## config.mk

```make
export PLATFORM = sky130hd
export DESIGN_NAME = i2s_tx
export DESIGN_NICKNAME = d
export VERILOG_FILES = /design/src/rtl/i2s_tx.sv
export SDC_FILE = /design/constraint.sdc
export NUM_CORES = 1
export LEC_CHECK = 0
export CAP_MARGIN = 30
export CORE_MARGIN = 4
export CORE_UTILIZATION = 59
export DETAILED_ROUTE_END_ITERATION = 16
export GPL_TIMING_DRIVEN = 0
export PLACE_DENSITY = 0.91
export SYNTH_ARGS = -nofsm -noshare
export SYNTH_HDL_FRONTEND = slang
export SYNTH_SLANG_ARGS = --single-unit
export TNS_END_PERCENT = 50
```

## constraint.sdc

```tcl
create_clock -name clk -period 6.43 [get_ports clk]
set_clock_uncertainty 0.2 [all_clocks]
set_input_delay 0.9645 -clock clk [delete_from_list [all_inputs] [get_ports clk]]
set_output_delay 0.9645 -clock clk [all_outputs]
set_load 0.01 [all_outputs]
```

## src/rtl/i2s_tx.sv

```systemverilog
// i2s_tx: serializes stereo 16-bit samples as a Philips I2S stream (BCLK, LRCLK, SDATA) to an external DAC.
// Latency: a captured sample goes out in the next frame; if the strobe lands on a frame boundary, it goes out in that frame.
// Backpressure: none. Samples are double-buffered. A second strobe before transmission overwrites the first and sets the sticky overrun flag.
//
// Ports:
//   clk          system clock
//   rst          synchronous reset, active-low
//   samp_clk     one-cycle sample strobe; sample_l/sample_r are valid while it is high
//   sample_l/r   two's-complement channel samples (mono sources drive both)
//   bclk         bit clock, clk / (2*CLK_DIV)
//   lrclk        word select, 0 = left, 1 = right, leads each channel MSB by one BCLK
//   sdata        serial data, MSB first, changes on the BCLK falling edge
//   frame_start  one-cycle pulse when the shift word is loaded
//   overrun      sticky: a held sample was overwritten before it was sent
module i2s_tx #(
  parameter int CLK_DIV = 32,
  parameter int WORD_W  = 16
) (
  input  logic              clk,
  input  logic              rst,
  input  logic              samp_clk,
  input  logic [WORD_W-1:0] sample_l,
  input  logic [WORD_W-1:0] sample_r,
  output logic              bclk,
  output logic              lrclk,
  output logic              sdata,
  output logic              frame_start,
  output logic              overrun
);

  localparam int FRAME_W = 2 * WORD_W;
  localparam int DIV_W   = (CLK_DIV > 1) ? $clog2(CLK_DIV) : 1;
  localparam int BIT_W   = $clog2(FRAME_W);

  localparam logic [DIV_W-1:0] DIV_LAST = DIV_W'(CLK_DIV - 1);
  localparam logic [BIT_W-1:0] BIT_LAST = BIT_W'(FRAME_W - 1);
  localparam logic [BIT_W-1:0] LR_LO    = BIT_W'(WORD_W - 1);
  localparam logic [BIT_W-1:0] LR_HI    = BIT_W'(FRAME_W - 2);

  // Divider and bit position
  logic [DIV_W-1:0]   r_div_cnt;
  logic [BIT_W-1:0]   r_bit_cnt;

  // Sample double buffer: holding registers feed the shift word at each frame boundary
  logic [WORD_W-1:0]  r_hold_l;
  logic [WORD_W-1:0]  r_hold_r;
  logic [FRAME_W-1:0] r_shift;
  logic               r_pending;

  // Registered outputs
  logic               r_bclk;
  logic               r_lrclk;
  logic               r_sdata;
  logic               r_frame_start;
  logic               r_overrun;

  logic               w_div_wrap;
  logic               w_fall;
  logic [BIT_W-1:0]   w_bit_next;
  logic               w_boundary;
  logic [FRAME_W-1:0] w_load_word;
  logic [BIT_W-1:0]   w_bit_idx;
  logic               w_tx_bit;
  logic               w_lr_next;

  assign w_div_wrap = (r_div_cnt == DIV_LAST);
  // A falling edge is the divider wrap while bclk is currently high
  assign w_fall     = w_div_wrap & r_bclk;
  assign w_bit_next = (r_bit_cnt == BIT_LAST) ? '0 : r_bit_cnt + BIT_W'(1);
  assign w_boundary = w_fall & (w_bit_next == '0);

  // A strobe in the boundary cycle bypasses the holding registers, so it goes out in this frame
  assign w_load_word = samp_clk ? {sample_l, sample_r} : {r_hold_l, r_hold_r};

  // Bit n of the frame carries shift-word bit (FRAME_W-1-n); at the boundary use the word being loaded
  assign w_bit_idx = BIT_LAST - w_bit_next;
  assign w_tx_bit  = w_boundary ? w_load_word[FRAME_W-1] : r_shift[w_bit_idx];

  // lrclk switches one bit early, on the last bit of the previous channel
  assign w_lr_next = (w_bit_next >= LR_LO) && (w_bit_next <= LR_HI);

  always_ff @(posedge clk) begin
    if (!rst) begin
      r_div_cnt     <= '0;
      r_bit_cnt     <= BIT_LAST;
      r_hold_l      <= '0;
      r_hold_r      <= '0;
      r_shift       <= '0;
      r_pending     <= 1'b0;
      r_bclk        <= 1'b0;
      r_lrclk       <= 1'b0;
      r_sdata       <= 1'b0;
      r_frame_start <= 1'b0;
      r_overrun     <= 1'b0;
    end else begin
      r_frame_start <= 1'b0;

      if (w_div_wrap) begin
        r_div_cnt <= '0;
        r_bclk    <= ~r_bclk;
      end else begin
        r_div_cnt <= r_div_cnt + DIV_W'(1);
      end

      if (w_fall) begin
        r_bit_cnt <= w_bit_next;
        r_sdata   <= w_tx_bit;
        r_lrclk   <= w_lr_next;
      end

      if (w_boundary) begin
        r_shift       <= w_load_word;
        r_frame_start <= 1'b1;
      end

      // Holding registers always track the latest strobe, so a slow source repeats its last word
      if (samp_clk) begin
        r_hold_l <= sample_l;
        r_hold_r <= sample_r;
      end

      if (w_boundary) begin
        r_pending <= 1'b0;
      end else if (samp_clk) begin
        r_pending <= 1'b1;
        if (r_pending) begin
          r_overrun <= 1'b1;
        end
      end
    end
  end

  assign bclk        = r_bclk;
  assign lrclk       = r_lrclk;
  assign sdata       = r_sdata;
  assign frame_start = r_frame_start;
  assign overrun     = r_overrun;

endmodule

```

==> results of run 1 <==
[flip-flops by register name, summed over array words and instances, names as in the netlist]
register     flops
bclk             1
frame_start      1
lrclk            1
overrun          1
r_bit_cnt        5
r_div_cnt        5
r_hold_l        16
r_hold_r        16
r_pending        1
r_shift         32
sdata            1
[worst register-to-register path, cell delays in order, from the launching register on]
cell and delay [ps]:
dfxtp_1 350, ha_1 230, and3_1 190, ha_1 180
buf_2 170, or2_2 340, a221oi_1 380, a2111oi_2 120
nor4_1 330, o32ai_1 140
[through the flow]
stage,setup slack [ps],util
6_report,3655,0.7467
5_1_grt,3462,0.7467
4_1_cts,3729,0.7467
3_5_place_dp,3587,0.7080
3_3_place_gp,3665,0.7080
2_1_floorplan,3991,-
[per-layer routing]
| metal | GRT usage | up-vias | wire (um) |
|---|---|---|---|
| met1 | 0.2918 | 1180 | 2943 |
| li1 | - | 1233 | - |
| met2 | 0.3591 | 63 | 3305 |
| met3 | 0.04276 | 12 | 306 |
| met4 | 0.1013 | 0 | 132 |
| met5 | 0 | - | 0 |
[power breakdown]
part / total, mW / internal (mW) / switching (mW)
Combinational: 0.0647 / 0.0338 / 0.0309
Clock: 0.371 / 0.201 / 0.170
Sequential: 0.514 / 0.509 / 0.00430
[path summary, 6_finish.rpt]
| kind | start | to | slack [ps] | cells after the start |
|---|---|---|---|---|
| max | r_bit_cnt[0] | sdata | 3660 | 9 |
| min reg2reg | r_div_cnt[0] | r_div_cnt[0] | 260 | 1 |
| max reg2reg | r_bit_cnt[0] | sdata | 3660 | 9 |
| min | r_div_cnt[0] | r_div_cnt[0] | 260 | 1 |
[kinds of logic (layout without fill, tap and decap cells)]
logic type,after synthesis,after routing,share of synthesized area
AOI/OAI and AO/OA,54,54,0.1289
xor gates and xnor gates,7,7,0.01919
muxes,40,40,0.1426
DFF,80,80,0.5014
adders and majority gates,4,4,0.01567
buffers and inverters,29,83,0.04504
and+or+nand+nor,110,110,0.1473
[cell usage in the layout, fill, tap and decap left out, types with 2 or more instances in the layout]
| cell | count |
|---|---|
| dfxtp_1 | 80 |
| nor2_1 | 78 |
| clkdlybuf4s50_1 | 38 |
| a211oi_1 | 33 |
| mux2i_1 | 32 |
| clkbuf_1 | 13 |
| clkbuf_8 | 11 |
| nand3_1 | 10 |
| nand2_1 | 8 |
| buf_2 | 7 |
| buf_4 | 7 |
| inv_1 | 4 |
| xnor2_1 | 4 |
| a21oi_1 | 4 |
| mux2_2 | 4 |
| mux4_2 | 4 |
| ha_1 | 4 |
| and3_1 | 3 |
| xor2_1 | 3 |
| a22oi_1 | 3 |
| nor2b_1 | 2 |
| o211ai_1 | 2 |
| o21ai_0 | 2 |
[cell type report]
class / count / area [um2]
flip-flops and latches: 80 / 1602
multi-input cells: 215 / 1449
fillers: 366 / 1310
repair buffers: 38 / 380.4
clock buffers: 14 / 162.7
plain buffers: 25 / 128.9
well taps: 70 / 87.58
clock inverters: 2 / 37.54
inverters: 4 / 15.01
==> flow_metrics.py, run 1 <==
metrics = {
    "status": {
        "status": "completed",
    },
    "global_route": {
        "grt_pass1_wl_um": 11250,
        "grt_usage": 0.2234,
        "grt_max_degree": 13,
        "grt_pass1_vias": 2441,
        "antenna_found_initial": 0,
        "grt.overflow.total": 0,
    },
    "timing": {
        "hold_viol": 0,
        "finalCritPeriodShare": 0.4316,
        "tns_ps": 0,
        "fin_hold_ws_ps": 257.0,
        "report.final.slew_viol_count": 0,
        "period_needed_ps": 2775,
        "max-slew-margin-rel": 0.6215,
        "rsz0062_at_grt": "no",
        "max_freq_mhz": 360.4,
        "finalSetupViolCount": 0,
        "tightest_slew_ps": 567.8,
    },
    "critical_path": {
        "cp-start-kind": "register",
        "path_cells": "ha_1, and3_1, ha_1, buf_2, or2_2, a221oi_1, a2111oi_2, nor4_1, o32ai_1",
        "criticalPathCategory": "reg2reg",
        "critical-path-slowest-cell": "a221oi_1",
        "critical_path_buf_inv_count": 1,
        "required_ps": 6430,
        "worstSetupEndpointType": "register",
        "cp_slowest_stage_delay_ps": 380,
        "crit_top_cell": "ha_1",
        "worstPathMaxFanout": 10,
        "crit_family": "simple AND/OR/NAND/NOR gates",
        "arrival_ps": 2780,
    },
    "floorplan": {
        "core_area_mm2": 0.005172,
        "dieArea_mm2": 0.006655,
        "row_count": 26,
        "top_level_ports": 40,
        "die_w_um": 81.58,
        "start_util": 0.6176,
        "chipHeight_um": 81.58,
    },
    "clocking": {
        "clock_path_buffers": 2,
        "cts_setup_buffers": 0,
        "clk_latency_ps": 350,
        "cts_buffers": 9,
        "cts.sinks": 80,
        "ctsHoldBuffers": 0,
        "htreeDepth": 3,
        "ctsResizeCount": 0,
        "path_clk_slew_ps": 80,
        "cts_tree": "built",
        "cts_root_buf": "clkbuf_8",
    },
    "placement": {
        "gp_congestion": 0.8974,
        "io_buffers": 38,
        "dpl-instance-area_mm2": 0.003662,
        "numPlacedInstances": 432,
        "dp_hpwl_um": 4730,
    },
    "routing": {
        "drtPass1Iterations": 4,
        "route.vias.total": 2488,
        "drc": 0,
        "postRouteAntennaNets": 0,
        "drt-wirelength-per-cell_um": 14.93,
        "routed_wl_um": 6688,
        "drtIter0Drc": 176,
        "viasPerCell": 5.554,
    },
    "synthesis": {
        "syn_nets": 363,
        "synthArstFlopShare": 0,
        "synth_top_area_cell": "dfxtp_1",
        "yosys-top-cells-count": "80 x dfxtp_1, 78 x nor2_1, 33 x a211oi_1, 32 x mux2i_1",
        "synthCells": 324,
        "ys_ff_latch": 80,
        "syn_area_mm2": 0.003194,
        "ys_dominant_reg_cell": "dfxtp_1",
        "ys_warn_count": 0,
        "ys_types": 41,
        "syn_avg_cell_area_um2": 9.859,
        "synth.area.top_cells": "dfxtp_1 50%, mux2i_1 10%, nor2_1 9.2%",
        "yosysMostFrequentCell": "dfxtp_1",
        "synth_top_area_frac": 0.5014,
        "synth-edff-count": 0,
        "ys_seq_area_frac": 0.5014,
    },
    "finish": {
        "fin_cells": 448,
        "final_cell_area_mm2": 0.003862,
        "nNetsFinal": 412,
        "drive_gt1_frac": 0.1058,
        "diodes": 0,
        "area_delta_synth_final_pct": 20.92,
    },
    "flow_run": {
        "maxCapViolCount": 0,
    },
    "power_and_ir_drop": {
        "fin_total_pwr_uw": 949.6,
        "total_leakage_power_nw": 1.506,
        "ir_drop_mv": 0.1803,
        "p_per_area_mw_per_mm2": 245.9,
    },
    "hold_path": {
        "hold_class": "reg2reg",
    },
}
No activity file was read; power rests on OpenSTA's default activity.
==> run 2, diff against run 1 <==
- CORE_UTILIZATION: 59 -> 49
- PLACE_DENSITY: 0.91 -> 0.82
- clock period: 6.43 -> 2.3 ns (I/O delays scaled with it)
==> flow_metrics.py, run 2 (same netlist as run 1, synthesis figures left out) <==
metrics = {
    "critical_path": {
        "critical-path-slowest-cell": "a2111oi_2",
        "path_cells": "ha_4, and3_4, ha_4, buf_6, buf_6, nor2_4, a31oi_2, a2111oi_2, nor4_2, o32ai_1",
        "cp-start-kind": "register",
        "r2r_end": "sdata",
        "worstSetupEndpointType": "register",
        "required_ps": 2340,
        "r2r_slack_ps": -120,
        "cp_slowest_stage_delay_ps": 440,
        "crit_family": "compound AO/OA/AOI/OAI gates",
        "regToRegStartpoint": "r_bit_cnt[1]",
        "worstPathMaxFanout": 8,
        "ff2ff_path_depth": 10,
        "critical_path_buf_inv_count": 2,
        "arrival_ps": 2470,
        "criticalPathCategory": "reg2reg",
    },
    "floorplan": {
        "die_w_um": 88.74,
        "top_level_ports": 40,
        "start_util": 0.5031,
        "chipHeight_um": 88.74,
        "dieArea_mm2": 0.007875,
        "core_area_mm2": 0.006350,
        "row_count": 29,
    },
    "routing": {
        "drtIter0Drc": 169,
        "drt-wirelength-per-cell_um": 15.37,
        "drtPass1Iterations": 4,
        "drc": 0,
        "routed_wl_um": 7132,
        "viasPerCell": 5.431,
        "postRouteAntennaNets": 0,
        "route.vias.total": 2520,
    },
    "finish": {
        "drive_gt1_frac": 0.1990,
        "multi_input_area_mm2": 0.001627,
        "nNetsFinal": 421,
        "mostFrequentLayoutCells": "78 x dfxtp_1, 77 x nor2_1, 38 x clkdlybuf4s50_1",
        "top_register": "r_shift",
        "reg.largest.list": "r_shift x32, r_hold_l x16, r_hold_r x16",
        "final_common_cell": "dfxtp_1",
        "fillerInstances": 472,
        "largest_register_ffs": 32,
        "diodes": 0,
        "area_delta_synth_final_pct": 31.18,
        "register_area_mm2": 0.001607,
    },
    "clocking": {
        "cts_root_buf": "clkbuf_8",
        "clock_path_buffers": 2,
        "htreeDepth": 3,
        "cts_tree": "built",
        "cts.sinks": 80,
        "clk_latency_ps": 350,
        "cts_buffers": 9,
        "ctsHoldBuffers": 0,
        "path_clk_slew_ps": 80,
    },
    "timing": {
        "finalSetupViolCount": 1,
        "hold_viol": 0,
        "max_freq_mhz": 412.5,
        "rsz0062_at_grt": "yes",
        "setup_slack_ps": -124.5,
        "tightest_slew_ps": 637.6,
        "finalCritPeriodShare": 1.054,
        "period_needed_ps": 2425,
        "report.final.slew_viol_count": 0,
        "max-slew-margin-rel": 0.5749,
    },
    "power_and_ir_drop": {
        "ir_drop_mv": 0.4855,
        "p_per_area_mw_per_mm2": 631.2,
        "total_leakage_power_nw": 1.597,
        "fin_total_pwr_mw": 2.645,
    },
    "flow_run": {
        "maxCapViolCount": 0,
    },
    "hold_path": {
        "hold_depth": 1,
        "min_from": "r_div_cnt[0]",
        "hold_path_end": "r_div_cnt[0]",
        "hold_class": "reg2reg",
    },
    "placement": {
        "io_buffers": 38,
        "pre_cts_ws_ps": -327.6,
        "dp_hpwl_um": 4690,
        "gp_congestion": 0.9085,
    },
    "global_route": {
        "grt_max_degree": 14,
        "grt_pass1_vias": 2398,
        "grt_usage": 0.1857,
        "antenna_found_initial": 0,
        "grt_pass1_wl_um": 11170,
        "grt.overflow.total": 0,
    },
    "status": {
        "status": "finished, violations left",
        "violations": "negative setup slack",
    },
}
==> run 2: changes by cell type in the layout (fill, tap and decap cells not counted), moves of 3 or more <==
cell      change
buf_8         +3
ha_4          +3
clkbuf_1      -3
a211oi_2     +10
buf_2         -4
ha_1          -3
a211oi_1     -10
buf_4         +4
buf_6         +6
==> run 2: how the worst max path moves through the flow <==
stage                        endpoint  cells past startpoint          from  slack [ps]
final                           sdata                     10  r_bit_cnt[1]        -120
after global routing            sdata                     10  r_bit_cnt[1]        -150
after CTS                       sdata                      9  r_bit_cnt[1]         -70
after detailed placement  r_shift[30]                      9  r_div_cnt[0]        -330
after global placement    r_shift[30]                      9  r_div_cnt[0]        -280
after floorplan                 sdata                      9  r_bit_cnt[0]          10
==> run 2: where the power goes <==
part / switching, mW / total (mW) / internal, mW
clock network: 0.496 / 1.03 / 0.529
registers: 0.0123 / 1.43 / 1.42
logic: 0.0904 / 0.185 / 0.0946
total: 0.598 / 2.64 / 2.05
==> run 2: layout make-up <==
type                       count  share of cell area
multi-input combinational    215              0.3882
sequential                    80              0.3834
timing repair buffer          48              0.1105
buffer                        24             0.04419
clock buffer                  11             0.03374
tap                           77             0.02299
clock inverter                 5             0.01344
inverter                       4            0.003583
==> run 2: per-layer routing <==
| metal | GRT usage | part of all wire |
|---|---|---|
| met1 | 0.2392 | 0.45 |
| met5 | 0 | 0 |
| met2 | 0.2942 | 0.49 |
| met3 | 0.05866 | 0.043 |
| met4 | 0.06456 | 0.017 |
==> run 2: worst reg2reg max path, delay by kind of cell, from the launching register on <==
kind | cells | cell delay (ps)
compound gates | 3 | 800
simple gates | 3 | 390
flops | 1 | 360
fa+ha+maj | 2 | 320
buf+inv | 2 | 260
==> run 2: metrics by stage <==
step	cell area, um2	cells	hold slack (ps)	utilization	TNS (ps)
finish	4190	464	258.6	0.6599	-124.5
global route	4190	464	281.5	0.6599	-1488
CTS	3980	457	261.8	0.6268	-65.75
detailed placement	3687	439	244.7	0.5807	-9937
global placement	3687	439	230.8	0.5807	-8442
floorplan	3211	324	217.6	-	0
==> run 2: timing repair <==
| item | CTS | global route |
|---|---|---|
| buffers inserted | 3 | 7 |
| endpoints found under the setup margin | 36 | 33 |
| gates resized for setup | 17 | 34 |
| pin swaps | 6 | 12 |
==> run 3, diff against run 2 <==
- PLACE_DENSITY: 0.82 -> 0.75
==> flow_metrics.py, run 3 (same netlist as run 1, synthesis figures left out) <==
metrics = {
    "finish": {
        "nNetsFinal": 418,
        "mostFrequentLayoutCells": "78 x dfxtp_1, 77 x nor2_1, 38 x clkdlybuf4s50_1",
        "final_cell_area_mm2": 0.004228,
        "top_register": "r_shift",
        "final_common_cell": "dfxtp_1",
        "diodes": 0,
        "drive_gt1_frac": 0.1979,
        "reg.largest.list": "r_shift x32, r_hold_l x16, r_hold_r x16",
        "area_delta_synth_final_pct": 32.35,
        "largest_register_ffs": 32,
    },
    "global_route": {
        "grt_pass1_vias": 2532,
        "grt_pass1_wl_um": 11940,
        "grt_usage": 0.2016,
        "grt.overflow.total": 0,
        "grt_max_degree": 15,
        "antenna_found_initial": 0,
    },
    "power_and_ir_drop": {
        "p_per_area_mw_per_mm2": 679.3,
        "ir_drop_mv": 0.6106,
        "total_leakage_power_nw": 1.599,
    },
    "status": {
        "violations": "negative setup slack",
        "status": "finished, violations left",
    },
    "timing": {
        "max-slew-margin-rel": 0.5769,
        "setup_slack_ps": -78.24,
        "tns_ps": -78.24,
        "hold_viol": 0,
        "period_needed_ps": 2378,
        "max_freq_mhz": 420.5,
        "finalSetupViolCount": 1,
        "finalCritPeriodShare": 1.034,
        "rsz0062_at_grt": "yes",
        "report.final.slew_viol_count": 0,
        "tightest_slew_ps": 634.7,
    },
    "clocking": {
        "cts_buffers": 9,
        "cts_tree": "built",
        "htreeDepth": 3,
        "path_clk_slew_ps": 80,
        "cts.sinks": 80,
        "cts_root_buf": "clkbuf_8",
        "ctsHoldBuffers": 0,
        "clk_latency_ps": 360,
        "clock_path_buffers": 2,
    },
    "critical_path": {
        "r2r_end": "sdata",
        "r2r_slack_ps": -80,
        "worstSetupEndpointType": "register",
        "worstPathMaxFanout": 10,
        "ff2ff_path_depth": 9,
        "cp-start-kind": "register",
        "criticalPathCategory": "reg2reg",
        "required_ps": 2320,
        "regToRegStartpoint": "r_bit_cnt[1]",
        "arrival_ps": 2400,
    },
    "hold_path": {
        "min_from": "r_div_cnt[0]",
        "hold_class": "reg2reg",
        "hold_path_end": "r_div_cnt[0]",
        "hold_depth": 1,
    },
    "routing": {
        "drtIter0Drc": 160,
        "route.vias.total": 2531,
        "drc": 0,
        "routed_wl_um": 7392,
        "postRouteAntennaNets": 0,
        "drt-wirelength-per-cell_um": 16.03,
        "viasPerCell": 5.490,
        "drtPass1Iterations": 4,
    },
    "floorplan": {
        "chipHeight_um": 88.74,
        "dieArea_mm2": 0.007875,
        "core_area_mm2": 0.006350,
        "top_level_ports": 40,
        "start_util": 0.5031,
        "die_w_um": 88.74,
        "row_count": 29,
    },
    "placement": {
        "dp_hpwl_um": 4777,
        "io_buffers": 38,
        "gp_congestion": 0.8676,
        "dpl-instance-area_mm2": 0.003687,
    },
    "flow_run": {
        "maxCapViolCount": 0,
    },
}
## run 3: repair_timing
| action | 4_1_cts | 5_1_grt |
|---|---|---|
| endpoints found under the setup margin | 36 | 35 |
| cloned | 0 | 0 |
| resized for setup | 27 | 26 |
| buffers inserted | 3 | 4 |
| pin swaps | 4 | 9 |
## run 3: stage by stage
stage                     total power [mW]  hold WS [ps]  cells  utilization  setup WS (ps)
after CTS                            2.886         258.3    457       0.6402          2.969
final                                2.872         256.7    461       0.6658         -78.24
after floorplan                      1.562         217.6    324            -          13.23
after global routing                 2.964         289.3    461       0.6658         -98.05
after detailed placement             1.651         241.2    439       0.5807         -366.0
after global placement               1.645         230.1    439       0.5807         -323.3
## run 3: power breakdown
part,switching [mW],internal (mW)
Combinational,0.0924,0.0945
Clock,0.527,0.722
Sequential,0.0125,1.42
## run 3: cell type report
cell class	count	area (um2)
Buffer	24	198.9
Clock buffer	9	123.9
Clock inverter	7	120.1
Fill cell	480	2122
Tap cell	77	96.34
Timing Repair Buffer	45	432.9
Inverter	4	15.01
Sequential cell	80	1604
Multi-Input combinational cell	215	1637
## run 3: how the worst max path moves through the flow
| stage | start | to | slack [ps] | depth (start not counted) |
|---|---|---|---|---|
| after floorplan | r_bit_cnt[0] | sdata | 10 | 9 |
| after CTS | r_bit_cnt[0] | sdata | 3 | 9 |
| after detailed placement | r_div_cnt[0] | r_shift[26] | -370 | 9 |
| after global routing | r_bit_cnt[1] | sdata | -100 | 9 |
| after global placement | r_div_cnt[0] | r_shift[19] | -320 | 9 |
| final | r_bit_cnt[1] | sdata | -80 | 9 |
## run 3: layer usage
metal  vias up  wire (um)  global-route usage
met1      1202       3234              0.2434
met3        16        374             0.06611
met2        65       3632              0.3300
met5         -          0                   0
li1       1248          -                   -
met4         0        150             0.08379
## run 3: worst max-delay path, cell delays in order, from the launching register on
cell and delay [ps]:
dfxtp_2 350, ha_4 160, and3_4 180, ha_4 170, buf_8 130, or2_1 210, buf_6 140, o2111a_1 270
nor4_2 300, o32ai_1 130
